===== src/rtl/pulp_cluster_package.sv =====
// Shared constants and types for the cluster peripheral interconnect.
// Holds the pe_slave_arbiter defaults (outstanding credit, aging width and
// threshold) and the arbiter lock-state encoding.
package pulp_cluster_package;

    localparam int PE_ARB_MAX_OUTSTANDING = 2;
    localparam int PE_ARB_AGE_WIDTH       = 4;
    localparam int PE_ARB_AGE_THRESHOLD   = 8;

    typedef enum logic {
        ARB_FREE   = 1'b0,
        ARB_LOCKED = 1'b1
    } pe_arb_state_e;

endpackage


===== src/rtl/pe_slave_arbiter_id_fifo.sv =====
// In-order ID FIFO (stripped-down fifo_v3 behaviour) for pe_slave_arbiter.
// Stores the one-hot requester ID of every granted transaction until its
// response returns. Push while full and pop while empty are ignored.
// Ports:
//   clk_i, rst_ni        clock, async active-low reset (clears all entries)
//   push_i / data_i      write one ID
//   pop_i / data_o       consume head / head ID (valid when !empty_o)
//   full_o, empty_o      occupancy flags
//   usage_o              number of stored IDs
module pe_slave_arbiter_id_fifo #(
    parameter int  DATA_WIDTH = 9,
    parameter int  DEPTH      = 2,
    localparam int PTR_W      = (DEPTH > 1) ? $clog2(DEPTH) : 1,
    localparam int CNT_W      = $clog2(DEPTH + 1)
) (
    input  logic                  clk_i,
    input  logic                  rst_ni,
    input  logic                  push_i,
    input  logic [DATA_WIDTH-1:0] data_i,
    input  logic                  pop_i,
    output logic [DATA_WIDTH-1:0] data_o,
    output logic                  full_o,
    output logic                  empty_o,
    output logic [CNT_W-1:0]      usage_o
);

    logic [DATA_WIDTH-1:0] mem_q [DEPTH];
    logic [PTR_W-1:0]      wr_ptr_q;
    logic [PTR_W-1:0]      rd_ptr_q;
    logic [CNT_W-1:0]      cnt_q;
    logic                  push_ok;
    logic                  pop_ok;

    function automatic logic [PTR_W-1:0] ptr_inc(input logic [PTR_W-1:0] ptr);
        if (ptr == PTR_W'(DEPTH - 1)) begin
            return '0;
        end
        return ptr + PTR_W'(1);
    endfunction

    assign full_o  = (cnt_q == CNT_W'(DEPTH));
    assign empty_o = (cnt_q == '0);
    assign usage_o = cnt_q;
    assign data_o  = mem_q[rd_ptr_q];
    assign push_ok = push_i & ~full_o;
    assign pop_ok  = pop_i & ~empty_o;

    always_ff @(posedge clk_i or negedge rst_ni) begin
        if (!rst_ni) begin
            wr_ptr_q <= '0;
            rd_ptr_q <= '0;
            cnt_q    <= '0;
            for (int i = 0; i < DEPTH; i++) begin
                mem_q[i] <= '0;
            end
        end else begin
            if (push_ok) begin
                mem_q[wr_ptr_q] <= data_i;
                wr_ptr_q        <= ptr_inc(wr_ptr_q);
            end
            if (pop_ok) begin
                rd_ptr_q <= ptr_inc(rd_ptr_q);
            end
            if (push_ok && !pop_ok) begin
                cnt_q <= cnt_q + CNT_W'(1);
            end else if (!push_ok && pop_ok) begin
                cnt_q <= cnt_q - CNT_W'(1);
            end
        end
    end

endmodule


===== src/rtl/pe_slave_arbiter.sv =====
// Per-slave-port request scheduler: round-robin arbitration among NB_INPS
// requesters with a grant lock, an outstanding-transaction credit limit and
// in-order response routing via an ID FIFO. Payload muxing lives outside.
// Optional feature macro: PE_ARB_AGING_EN (per-requester age counters; an
// aged requester preempts round-robin when no lock is held).
// Ports:
//   clk_i, rst_ni           clock, async active-low reset
//   req_i / gnt_o           per-requester request / same-cycle grant
//   sel_o                   selected requester index (payload mux select)
//   slv_req_o / slv_gnt_i   slave port handshake
//   slv_rvalid_i, slv_rid_i slave response and its one-hot ID
//   rsp_valid_o             response valid steered to the expected requester
//   outstanding_o           granted-but-unanswered transactions
//   err_o / err_clr_i       sticky protocol error / clear
//
// state      | meaning
// -----------+-----------------------------------------------------------
// ARB_FREE   | no pending request; selection recomputed every cycle
// ARB_LOCKED | slave stalled a request; lock_idx_q held until handshake
module pe_slave_arbiter
    import pulp_cluster_package::*;
#(
    parameter int  NB_INPS         = 9,
    parameter int  MAX_OUTSTANDING = PE_ARB_MAX_OUTSTANDING,
    parameter int  AGE_WIDTH       = PE_ARB_AGE_WIDTH,
    parameter int  AGE_THRESHOLD   = PE_ARB_AGE_THRESHOLD,
    localparam int SEL_W           = $clog2(NB_INPS),
    localparam int OUT_W           = $clog2(MAX_OUTSTANDING + 1)
) (
    input  logic               clk_i,
    input  logic               rst_ni,
    input  logic [NB_INPS-1:0] req_i,
    output logic [NB_INPS-1:0] gnt_o,
    output logic [SEL_W-1:0]   sel_o,
    output logic               slv_req_o,
    input  logic               slv_gnt_i,
    input  logic               slv_rvalid_i,
    input  logic [NB_INPS-1:0] slv_rid_i,
    output logic [NB_INPS-1:0] rsp_valid_o,
    output logic [OUT_W-1:0]   outstanding_o,
    output logic               err_o,
    input  logic               err_clr_i
);

    typedef logic [NB_INPS-1:0] onehot_id_t;

    if (AGE_THRESHOLD >= (1 << AGE_WIDTH)) begin : g_bad_age_threshold
        $error("pe_slave_arbiter: AGE_THRESHOLD must be below 2**AGE_WIDTH");
    end
    if (MAX_OUTSTANDING < 1 || MAX_OUTSTANDING > 8) begin : g_bad_outstanding
        $error("pe_slave_arbiter: MAX_OUTSTANDING must be within 1..8");
    end

    pe_arb_state_e state_q, state_d;
    logic [SEL_W-1:0] lock_idx_q, lock_idx_d;
    logic [SEL_W-1:0] rr_ptr_q, rr_ptr_d;
    logic [SEL_W-1:0] rr_sel, sel;
    logic             rr_found, lock_valid, handshake;
    logic             fifo_full, fifo_empty, pop, new_err, err_q;
    onehot_id_t       eligible, sel_onehot, head_id;
    logic             aged_found;
    logic [SEL_W-1:0] aged_sel;
    int               idx;

    // Credit check uses the registered occupancy, so a response never
    // frees a credit for a grant in the same cycle.
    assign eligible   = fifo_full ? '0 : req_i;
    assign lock_valid = (state_q == ARB_LOCKED) & eligible[lock_idx_q];

    always_comb begin
        rr_found = 1'b0;
        rr_sel   = rr_ptr_q;
        idx      = 0;
        for (int i = 0; i < NB_INPS; i++) begin
            idx = int'(rr_ptr_q) + i;
            if (idx >= NB_INPS) begin
                idx = idx - NB_INPS;
            end
            if (!rr_found && eligible[SEL_W'(idx)]) begin
                rr_found = 1'b1;
                rr_sel   = SEL_W'(idx);
            end
        end
    end

`ifdef PE_ARB_AGING_EN
    logic [AGE_WIDTH-1:0] age_q [NB_INPS];
    logic [AGE_WIDTH-1:0] age_d [NB_INPS];

    always_comb begin
        aged_found = 1'b0;
        aged_sel   = '0;
        // Descending scan so the lowest aged index wins.
        for (int i = NB_INPS - 1; i >= 0; i--) begin
            if (eligible[i] && age_q[i] >= AGE_WIDTH'(AGE_THRESHOLD)) begin
                aged_found = 1'b1;
                aged_sel   = SEL_W'(i);
            end
        end
        for (int i = 0; i < NB_INPS; i++) begin
            age_d[i] = age_q[i];
            if (!req_i[i] || gnt_o[i]) begin
                age_d[i] = '0;
            end else if (eligible[i] && age_q[i] != {AGE_WIDTH{1'b1}}) begin
                age_d[i] = age_q[i] + AGE_WIDTH'(1);
            end
        end
    end

    always_ff @(posedge clk_i or negedge rst_ni) begin
        if (!rst_ni) begin
            for (int i = 0; i < NB_INPS; i++) begin
                age_q[i] <= '0;
            end
        end else begin
            age_q <= age_d;
        end
    end
`else
    assign aged_found = 1'b0;
    assign aged_sel   = '0;
`endif

    always_comb begin
        if (lock_valid) begin
            sel = lock_idx_q;
        end else if (aged_found) begin
            sel = aged_sel;
        end else begin
            sel = rr_sel;
        end
    end

    assign slv_req_o  = |eligible;
    assign sel_o      = sel;
    assign handshake  = slv_req_o & slv_gnt_i;
    assign sel_onehot = onehot_id_t'(1) << sel;
    assign gnt_o      = handshake ? sel_onehot : '0;

    always_comb begin
        state_d    = ARB_FREE;
        lock_idx_d = lock_idx_q;
        rr_ptr_d   = rr_ptr_q;
        if (slv_req_o && !slv_gnt_i) begin
            state_d    = ARB_LOCKED;
            lock_idx_d = sel;
        end
        if (handshake) begin
            rr_ptr_d = (sel == SEL_W'(NB_INPS - 1)) ? '0 : sel + SEL_W'(1);
        end
    end

    always_ff @(posedge clk_i or negedge rst_ni) begin
        if (!rst_ni) begin
            state_q    <= ARB_FREE;
            lock_idx_q <= '0;
            rr_ptr_q   <= '0;
        end else begin
            state_q    <= state_d;
            lock_idx_q <= lock_idx_d;
            rr_ptr_q   <= rr_ptr_d;
        end
    end

    pe_slave_arbiter_id_fifo #(
        .DATA_WIDTH (NB_INPS),
        .DEPTH      (MAX_OUTSTANDING)
    ) i_id_fifo (
        .clk_i   (clk_i),
        .rst_ni  (rst_ni),
        .push_i  (handshake),
        .data_i  (sel_onehot),
        .pop_i   (pop),
        .data_o  (head_id),
        .full_o  (fifo_full),
        .empty_o (fifo_empty),
        .usage_o (outstanding_o)
    );

    // Routing always follows the FIFO head; a wrong slv_rid_i only flags.
    assign pop         = slv_rvalid_i & ~fifo_empty;
    assign rsp_valid_o = pop ? head_id : '0;
    assign new_err     = slv_rvalid_i & (fifo_empty | (slv_rid_i != head_id));

    always_ff @(posedge clk_i or negedge rst_ni) begin
        if (!rst_ni) begin
            err_q <= 1'b0;
        end else if (new_err) begin
            err_q <= 1'b1;
        end else if (err_clr_i) begin
            err_q <= 1'b0;
        end
    end

    assign err_o = err_q;

endmodule


===== config.mk =====
export PLATFORM = sky130hd
export DESIGN_NAME = pe_slave_arbiter
export DESIGN_NICKNAME = d
export VERILOG_FILES = /design/src/rtl/pulp_cluster_package.sv /design/src/rtl/pe_slave_arbiter_id_fifo.sv /design/src/rtl/pe_slave_arbiter.sv
export SDC_FILE = /design/constraint.sdc
export NUM_CORES = 1
export LEC_CHECK = 0
export CORE_MARGIN = 1.5
export CORE_UTILIZATION = 52
export DETAILED_ROUTE_END_ITERATION = 10
export DONT_BUFFER_PORTS = 1
export PLACE_DENSITY = 0.67
export SYNTH_ARGS = -nofsm -noshare
export SYNTH_HDL_FRONTEND = slang
export SYNTH_SLANG_ARGS = --single-unit

===== constraint.sdc =====
create_clock -name clk_i -period 17.56 [get_ports clk_i]
set_input_delay 2.634 -clock clk_i [delete_from_list [all_inputs] [get_ports clk_i]]
set_output_delay 2.634 -clock clk_i [all_outputs]
set_load 0.005 [all_outputs]

## After elaboration in Yosys (flattened, before gate mapping)

Cells that the tools add are included.

| storage, ports and cells | value |
|---|---|
| RAM bits | 0 |
| memories | 0 |
| input bits | 23 |
| register bits | 32 |
| logic and storage cells | 174 |
| memory bits (read-only) | 0 |
| latch bits | 0 |

| cells by class | value |
|---|---|
| shifts and indexed selects | 1 |
| equality and inequality tests | 3 |
| bitwise logic cells | 11 |
| reduce and logical (&&, ||, !) cells | 27 |
| multiply operators | 0 |
| magnitude comparators | 22 |
| mux-type cells | 79 |
| add/subtract/negate cells | 22 |
| div/mod/pow operators | 0 |

Operators with widths:

| kind | number |
|---|---|
| 2-to-1 mux 4 bit | 20 |
| 2-to-1 mux 9 bit | 7 |
| less-than comparator 4 x 6 -> 1 bit, second input constant | 9 |
| binary-select mux 1 bit (select 4 bit) | 10 |
| >= comparator 5 x 4 -> 1 bit, second input constant | 8 |
| 2-to-1 mux 1 bit | 38 |
| subtractor 4 bit, second input constant | 9 |
| adder 4 x 3 -> 5 bit, second input constant | 4 |
| bitwise mux 18 bit | 1 |
| logical AND 1 bit | 12 |
| logical NOT 1 bit | 11 |
| adder 4 x 2 -> 5 bit, second input constant | 2 |
| demux 9 bit (select 1 bit) | 1 |
| inequality test 9 bit | 1 |
| OR reduction 9 bit | 1 |
| << shifter 1 x 4 -> 9 bit, first input constant | 1 |
| bitwise AND 1 bit | 6 |
| adder 4 x 1 -> 5 bit, second input constant | 1 |
| adder 4 x 4 -> 5 bit, second input constant | 1 |
| less-than comparator 4 x 5 -> 1 bit, second input constant | 1 |
| adder 4 x 1 -> 4 bit, second input constant | 1 |
| equality test 4 bit, second input constant | 1 |
| >= comparator 2 bit, second input constant | 2 |
| >= comparator 4 bit, second input constant | 1 |
| 11 further kinds | 16 |

## Logic depth before layout (Yosys ltp)

Gate-level depths: netlist of the first run.

| logic depth | value |
|---|---|
| word-level depth | 33 |
| depth in mapped cells | 24 |

## Modules after synthesis

Synthesis of the first run repeated with hierarchy kept, for this count alone.

| second synthesis, totals | value |
|---|---|
| cell total of the unflattened synthesis | 731 |
| area, all modules | 5778.0 um2 |

By module, submodules not included:

| module | times used | area an instance (um2) | sequential area each (um2) | cells each |
|---|---|---|---|---|
| pe_slave_arbiter | 1 | 4782.1 | 250.2 | 665 |
| pe_slave_arbiter_id_fifo | 1 | 996.0 | 550.5 | 66 |

## Worst setup path after synthesis of the first run

Ideal clock, no wire load.

| timing path | value |
|---|---|
| kind | input -> output |
| start point | input port req_i[1] |
| end point | output port gnt_o[8] |
| arrival | 5815 ps |
| required time | 14926 ps |
| slack | 9111 ps |
| path buffers | 0 |
| cell stages on the path | 15 |
| cell sequence | mux2_2 nand2_1 o221ai_1 a222oi_1 a221o_1 nand4b_1 nor3b_4 nand2_2 o31ai_1 and3b_1 nor2_1 inv_1 ha_1 nor3b_2 and2_1 |

| between the ends | value |
|---|---|
| cells in the longest elaborated chain, start to end | 32 |

Ends and longest elaborated chain:

| item | RTL line | RTL |
|---|---|---|
| start: declaration | pe_slave_arbiter.sv:32 | `input logic [NB_INPS-1:0] req_i,` |
| 2-to-1 mux 9 bit (*) | pe_slave_arbiter.sv:67 | `assign eligible = fifo_full ? '0 : req_i;` |
| binary-select mux 1 bit (select 4 bit) | pe_slave_arbiter.sv:79 | `if (!rr_found && eligible[SEL_W'(idx)]) begin` |
| 2-to-1 mux 1 bit (implied by the code) (2 in series) | pe_slave_arbiter.sv:79 |  |
| 2-to-1 mux 1 bit | pe_slave_arbiter.sv:79 |  |
| logical NOT 1 bit | pe_slave_arbiter.sv:79 |  |
| logical AND 1 bit | pe_slave_arbiter.sv:79 |  |
| 2-to-1 mux 1 bit | pe_slave_arbiter.sv:79 |  |
| logical NOT 1 bit | pe_slave_arbiter.sv:79 |  |
| [16 not listed] | - |  |
| 2-to-1 mux 1 bit | pe_slave_arbiter.sv:79 |  |
| logical NOT 1 bit | pe_slave_arbiter.sv:79 |  |
| logical AND 1 bit | pe_slave_arbiter.sv:79 |  |
| 2-to-1 mux 4 bit | pe_slave_arbiter.sv:79 |  |
| 2-to-1 mux 4 bit (*) | pe_slave_arbiter.sv:125 | `if (lock_valid) begin` |
| named net sel_o[0] | pe_slave_arbiter.sv:34 | `output logic [SEL_W-1:0] sel_o,` |
| << shifter 1 x 4 -> 9 bit (*) | pe_slave_arbiter.sv:137 | `assign sel_onehot = onehot_id_t'(1) << sel;` |
| 2-to-1 mux 9 bit (*) | pe_slave_arbiter.sv:138 | `assign gnt_o = handshake ? sel_onehot : '0;` |
| end: declaration | pe_slave_arbiter.sv:33 | `output logic [NB_INPS-1:0] gnt_o,` |

The timed path passes the listed nets; every way through them passes the cells marked *. The select of a mux whose other input is x is not followed.

## Worst setup path after layout of the first run

| timing path | value |
|---|---|
| start point | register rr_ptr_q[0] |
| end point | output port gnt_o[8] |

| between the ends | value |
|---|---|
| cells in the longest elaborated chain, start to end | 33 |

Ends and longest elaborated chain:

| item | RTL line | RTL |
|---|---|---|
| start: declaration | pe_slave_arbiter.sv:56 | `logic [SEL_W-1:0] rr_ptr_q, rr_ptr_d;` |
| start signal: assignment | pe_slave_arbiter.sv:161 | `rr_ptr_q <= rr_ptr_d;` |
| branches (longest 29 deep; another with adder 4 x 1 -> 5 bit) | - |  |
| 2-to-1 mux 4 bit (*) | pe_slave_arbiter.sv:79 |  |
| 2-to-1 mux 4 bit (*) | pe_slave_arbiter.sv:125 |  |
| named net sel_o[0] | pe_slave_arbiter.sv:34 |  |
| << shifter 1 x 4 -> 9 bit (*) | pe_slave_arbiter.sv:137 |  |
| 2-to-1 mux 9 bit (*) | pe_slave_arbiter.sv:138 |  |

Mark *: on every way through the listed nets, which the timed path passes. The select of a mux whose other input is x is not followed.

==> summary.md, run 1 <==
| Metric | Value |
|---|---|
| Hold/Removal Path Class | `flip-flop to flip-flop` |
| First-pass GRT wire length | `35.4 mm` |
| Avg WL per Cell | `24.7 um` |
| DRT Wirelength | `22.7 mm` |
| DRT iter0 DRCs | `1095` |
| Mapped Nets | `866` |
| Worst slew pin tran | `1.22 ns` |
| Post-Synth Simple-Gate Area | `26.7%` |
| Rows | `39` |
| Number of global-route vias before repair | `6269` |
| Compound-Gate Fraction of Synth Area | `35.6%` |
| Most common cell after layout, fill and taps aside | `nand2_1` |
| Vias per cell | `7.46` |
| Ys async rst share | `100%` |
| WS Path Type | `flip-flop to output pin` |
| Gate count of the mapped netlist | `817` |
| All-layer global routing usage | `36.1%` |
| Critical path data arrival time | `7.06 ns` |
| CTS tree | `built` |
| Max-Cap Viols | `0` |
| Final Instance Area | `6120 um^2` |
| Final net count | `824` |
| Crit path max-delay cell type | `ha_1` |
| Nature of the critical path endpoint | `output pin` |
| Clock tree buffer depth | `2` |
| Post-synth EDFFs | `0` |
| YS warnings | `0` |
| Post-Synth Adder-Cell Area | `5.42%` |
| CTS clk-pin slew, worst paths | `0.05 ns` |
| Setup Buffers After CTS | `0` |
| Initial antenna violation count | `0` |
| TNS Setup | `0 ns` |
| Die area | `12200 um^2` |
| Root Buffer | `clkbuf_16` |
| Yosys cell types | `89` |
| Initial Util | `53.1%` |
| CP Cell Sequence | `buf_4 > inv_1 > buf_4 > ha_1 > nand2b_1 > a211oi_1 > or2_2 > nand3_1 > o2111ai_1 > nand4b_1 > nor3b_4 > nand2_2 > o31ai_1 > and3b_1 > nor2_1 > inv_1 > ha_1 > nor3b_2 > and2_1` |
| Max Fclk | `0.103 GHz` |
| Diode count | `0` |
| First-pass iteration count of the detailed router | `9` |
| Overflow after GRT | `0` |
| Crit path max-delay family | `simple AND/OR/NAND/NOR gates` |
| Core Box Area | `11300 um^2` |
| Total number of vias | `6848` |
| Final worst path period need | `9.70 ns` |
| Hold Buf Count CTS | `0` |
| Top_reg_cell synth | `dfrtp_1` |
| Yosys reg bits | `32` |
| Largest stage delay, worst path | `0.69 ns` |
| # resized after CTS | `0` |
| Pins over their slew limit | `0` |
| Largest family of logic cells by synthesized area | `compound AO/OA/AOI/OAI gates` |
| Final Skew | `0.00747 ns` |
| Hpwl dp | `16.4 mm` |
| Critical Path Source Type | `flip-flop` |
| Num ports | `49` |
| Post-synthesis sequential area ratio | `13.3%` |
| Post-placement cell area | `5990 um^2` |
| Post-synthesis mux area share | `8.52%` |
| Area occupied by multi-input gates | `4870 um^2` |
| Post-Syn Area | `6010 um^2` |
| DRC | `0` |
| RSZ-0062 raised after global routing | `no` |
| Height of the die | `110 um` |
| Syn_area_per_cell | `7.35 um^2` |
| Clock Latency Late Sink | `0.28 ns` |
| Die Wd | `110 um` |
| Synth Area in XOR/XNOR | `4.79%` |
| Port Buf Inserts | `0` |
| GP Congestion | `1.07` |
| Critical path buffer and inverter count | `4` |
| Hold Vio Cnt, Final | `0` |
| Routed Antenna Nets | `0` |
| Area Overhead vs Synth | `1.90%` |
| Register area | `802 um^2` |
| Htree depth | `2` |
| Req. time, crit path | `14.93 ns` |
| Max-slew headroom | `16.8%` |
| Ratio of cells with drive above 1 in the final layout | `7.10%` |
| Inserted Clock Buffers | `5` |
| Crit Path Max Fanout | `41` |
| Most frequent cells in the layout | `nand2_1, o21ai_0, nor2_1, a21oi_1, mux2i_1` |
| Final period utilization | `55.2%` |
| Run status | `completed` |
| Fill cells | `1123` |
| Pin count of the biggest net entering global routing | `45` |
| Final setup fails | `0` |
| Sink Count | `32` |
[sequential cells by signal, indices dropped and copies added, names as in the netlist]
| name | flops |
|---|---|
| i_id_fifo.mem_q | 18 |
| err_o | 1 |
| i_id_fifo.usage_o | 2 |
| rr_ptr_q | 4 |
| state_q | 1 |
| lock_idx_q | 4 |
| i_id_fifo.wr_ptr_q | 1 |
| i_id_fifo.rd_ptr_q | 1 |
[stage by stage]
| stage | utilization (%) | setup slack [ns] | hold slack, ns | cells |
|---|---|---|---|---|
| CTS | 54.1 | 8.11 | 0.482 | 918 |
| detailed placement | 52.9 | 8.20 | 0.472 | 911 |
| global placement | 52.9 | 8.37 | 0.460 | 911 |
| finish | 54.1 | 7.86 | 0.479 | 918 |
| floorplan | - | 9.11 | 0.446 | 817 |
| global route | 54.1 | 7.47 | 0.514 | 918 |
[worst min-delay path: stages, from the launching register on]
cell and delay [ns]:
dfrtp_1 0.34, nand2_1 0.05, nand2_1 0.05
[cell usage after synthesis, drive strengths merged, types with 7 or more instances]
library cell  number  share of area, %
nand2b            15               1.6
and3              18               2.0
nor2b             14               1.5
xnor2             16               2.3
o311ai             8               1.2
buf               24               2.4
nand2             76               4.8
dfrtp             32                13
a31o               9               1.3
nor4               7              0.73
o31ai             10               1.2
a21oi             36               3.0
ha                26               5.4
nor3              29               2.5
nor2              54               3.4
o22ai              9              0.94
o2111ai            8               1.2
o221ai            10               1.6
a221oi             7               1.0
a21o              18               2.4
a21boi             8               1.0
clkbuf            35               2.2
and2              23               2.4
o21ai             65               5.4
o211ai            19               2.4
mux2               7               1.3
nand4             15               1.6
a211oi             7              0.87
xor2              16               2.5
a31oi             12               1.2
nand3             29               2.4
inv               17               1.1
mux2i             32               5.3
[cell families (layout without fill, tap and decap cells)]
kind of cell	after synthesis	in the layout
XOR/XNOR	32	32
AO/OA/AOI/OAI	298	298
multiplexers	44	44
adder cells (fa/ha/maj)	26	26
AND/OR/NAND/NOR	309	309
buffers and inverters	76	34
flip-flops	32	32
[routing by layer]
metal / vias to the layer above / GRT usage, % / share of wire, %
li1: 3075 / - / -
met1: 3186 / 52.1 / 43
met2: 485 / 50.9 / 40
met3: 102 / 8.29 / 12
met4: 0 / 16.3 / 5.1
met5: - / 0 / 0
[final timing paths]
path                                                      from                          endpoint  slack [ns]  cells past startpoint
worst max-delay path                   rr_ptr_q[0]$_DFFE_PN0P_                          gnt_o[8]        7.86                     19
worst min-delay path            i_id_fifo.mem_q[4]$_DFFE_PN0P_    i_id_fifo.mem_q[4]$_DFFE_PN0P_        0.48                      2
min in group asynchronous                               rst_ni  i_id_fifo.usage_o[0]$_DFFE_PN0P_        2.04                      0
max in group asynchronous                               rst_ni           rr_ptr_q[0]$_DFFE_PN0P_       15.42                      0
worst max register to register         rr_ptr_q[0]$_DFFE_PN0P_           rr_ptr_q[3]$_DFFE_PN0P_       10.52                     19
worst min register to register  i_id_fifo.mem_q[4]$_DFFE_PN0P_    i_id_fifo.mem_q[4]$_DFFE_PN0P_        0.48                      2
[layout make-up]
type                    count  area share [%]
clock buffers               6            2.11
clock inverters             1          0.0818
inverters                  17            1.04
multi-input cells         709            79.5
flip-flops and latches     32            13.1
well taps                 143            2.92
repair buffers             10            1.23
Power of run 1 is left out: the tool's default activity adds up to more than one toggle a clock period on the data nets, which glitch-free logic cannot reach.
==> run 2: changes to the inputs <==
- clock period: 17.56 -> 9.32 ns (I/O delays scaled with it)
==> summary.md, run 2 (synthesis gave the netlist of run 1 again) <==
| Metric | Value |
|---|---|
| DRT Wirelength | `22.5 mm` |
| RSZ-0062 raised after global routing | `no` |
| Reg2reg end | `rr_ptr_q[0]$_DFFE_PN0P_` |
| Crit path to | `gnt_o[8]` |
| Final net count | `824` |
| Hpwl dp | `16.6 mm` |
| Initial antenna violation count | `0` |
| Number of global-route vias before repair | `6231` |
| Most common cell after layout, fill and taps aside | `nand2_1` |
| All-layer global routing usage | `36.0%` |
| Clock tree buffer depth | `2` |
| Overflow after GRT | `0` |
| Avg WL per Cell | `24.5 um` |
| Hold Vio Cnt, Final | `0` |
| Pins over their slew limit | `0` |
| Port Buf Inserts | `0` |
| Top Registers | `i_id_fifo.mem_q x18, lock_idx_q x4, rr_ptr_q x4` |
| DRT iter0 DRCs | `1002` |
| Max Fclk | `0.123 GHz` |
| First-pass GRT wire length | `35.3 mm` |
| Final period utilization | `87.1%` |
| CTS clk-pin slew, worst paths | `0.05 ns` |
| Max-Cap Viols | `0` |
| Root Buffer | `clkbuf_16` |
| Run status | `completed` |
| Placed Cells | `911` |
| Final worst path period need | `8.12 ns` |
| First-pass iteration count of the detailed router | `6` |
| Final Instance Area | `6150 um^2` |
| Pin count of the biggest net entering global routing | `84` |
| Final Skew | `0.00345 ns` |
| Routed Antenna Nets | `0` |
| Final setup fails | `0` |
| Largest register FFs | `18` |
| Die Wd | `110 um` |
| Core Box Area | `11300 um^2` |
| Ratio of cells with drive above 1 in the final layout | `7.35%` |
| Hold path depth | `2` |
| Reg2reg setup slack | `2.58 ns` |
| Hold Buf Count CTS | `0` |
| GP Congestion | `1.01` |
| Rows | `39` |
| CTS tree | `built` |
| Num ports | `49` |
| Critical path data arrival time | `6.72 ns` |
| Fill cells | `1150` |
| DRC | `0` |
| Post-placement cell area | `5990 um^2` |
| Worst R2R Start | `rr_ptr_q[1]$_DFFE_PN0P_` |
| Filler-free cell count of the finished design | `919` |
| Hold/Removal Path Class | `flip-flop to flip-flop` |
| Reg with most FFs | `i_id_fifo.mem_q` |
| Worst slew pin tran | `1.31 ns` |
| Nature of the critical path endpoint | `output pin` |
| TNS Setup | `0 ns` |
| Height of the die | `110 um` |
| Diode count | `0` |
| Crit Path Max Fanout | `24` |
| Sink Count | `32` |
| Vias per cell | `7.40` |
| Most frequent cells in the layout | `nand2_1, o21ai_0, nor2_1, a21oi_1, mux2i_1` |
| Crit path from | `rr_ptr_q[1]$_DFFE_PN0P_` |
| Clock Latency Late Sink | `0.28 ns` |
| Area Overhead vs Synth | `2.46%` |
| Max-slew headroom | `11.8%` |
| Die area | `12200 um^2` |
| # resized after CTS | `0` |
| Setup Buffers After CTS | `0` |
| Total number of vias | `6800` |
| Htree depth | `2` |
| Inserted Clock Buffers | `5` |
| Worst Reg-to-Reg Cells | `18` |
| WS Path Type | `flip-flop to output pin` |
| Initial Util | `53.1%` |
| Critical Path Source Type | `flip-flop` |
| Req. time, crit path | `7.92 ns` |
[run 2: changes by cell type in the layout (fill, tap and decap cells not counted)]
cell and change:
clkinvlp_4 +1, o21ai_1 -1, bufinv_16 +1, clkbuf_1 -1
o21ai_0 +1
[run 2: worst min-delay path by stage]
stage | startpoint | to | slack (ns)
after floorplan | i_id_fifo.mem_q[13]$_DFFE_PN0P_ | i_id_fifo.mem_q[13]$_DFFE_PN0P_ | 0.45
after global placement | i_id_fifo.mem_q[6]$_DFFE_PN0P_ | i_id_fifo.mem_q[6]$_DFFE_PN0P_ | 0.46
after detailed placement | i_id_fifo.mem_q[6]$_DFFE_PN0P_ | i_id_fifo.mem_q[6]$_DFFE_PN0P_ | 0.46
after CTS | i_id_fifo.mem_q[6]$_DFFE_PN0P_ | i_id_fifo.mem_q[6]$_DFFE_PN0P_ | 0.48
after global routing | i_id_fifo.mem_q[4]$_DFFE_PN0P_ | i_id_fifo.mem_q[4]$_DFFE_PN0P_ | 0.51
final | i_id_fifo.mem_q[5]$_DFFE_PN0P_ | i_id_fifo.mem_q[5]$_DFFE_PN0P_ | 0.48
[run 2: cell type report]
cell class	count	area, um^2	area share [%]
Clock buffer	5	125	2.03
Clock inverter	3	42.5	0.691
Inverter	17	63.8	1.04
Multi-Input combinational cell	709	4870	79.1
Sequential cell	32	802	13.0
Tap cell	143	179	2.91
Timing Repair Buffer	10	75.1	1.22
[run 2: per-stage QoR]
step | hold WS (ns) | worst slack, ns | utilization [%]
2_1_floorplan | 0.446 | 2.38 | -
3_3_place_gp | 0.461 | 1.90 | 52.9
3_5_place_dp | 0.465 | 1.75 | 52.9
4_1_cts | 0.479 | 1.44 | 54.4
5_1_grt | 0.508 | 0.822 | 54.4
6_report | 0.479 | 1.20 | 54.4
[run 2: layer usage]
layer | share of wire, % | global-route usage [%] | wire [um]
met1 | 44 | 51.8 | 9900
met2 | 42 | 54.6 | 9550
met3 | 10 | 5.65 | 2290
met4 | 3.5 | 12.7 | 789
met5 | 0 | 0 | 0
[run 2: worst max-delay path, cell delays in order (launching register included)]
cell and delay, ns:
dfrtp_1 0.35, buf_4 0.22, inv_1 0.44, ha_1 0.66, nand2b_1 0.21, a211oi_1 0.49
or2_2 0.25, nand3_1 0.08, o2111ai_1 0.55, nand4b_1 0.53, nor3b_4 0.50, nand2_2 0.15
o31ai_1 0.37, and3b_1 0.24, nor2_1 0.45, inv_1 0.13, ha_1 0.33, nor3b_2 0.24
and2_1 0.22
Power of run 2 is left out for the same reason.
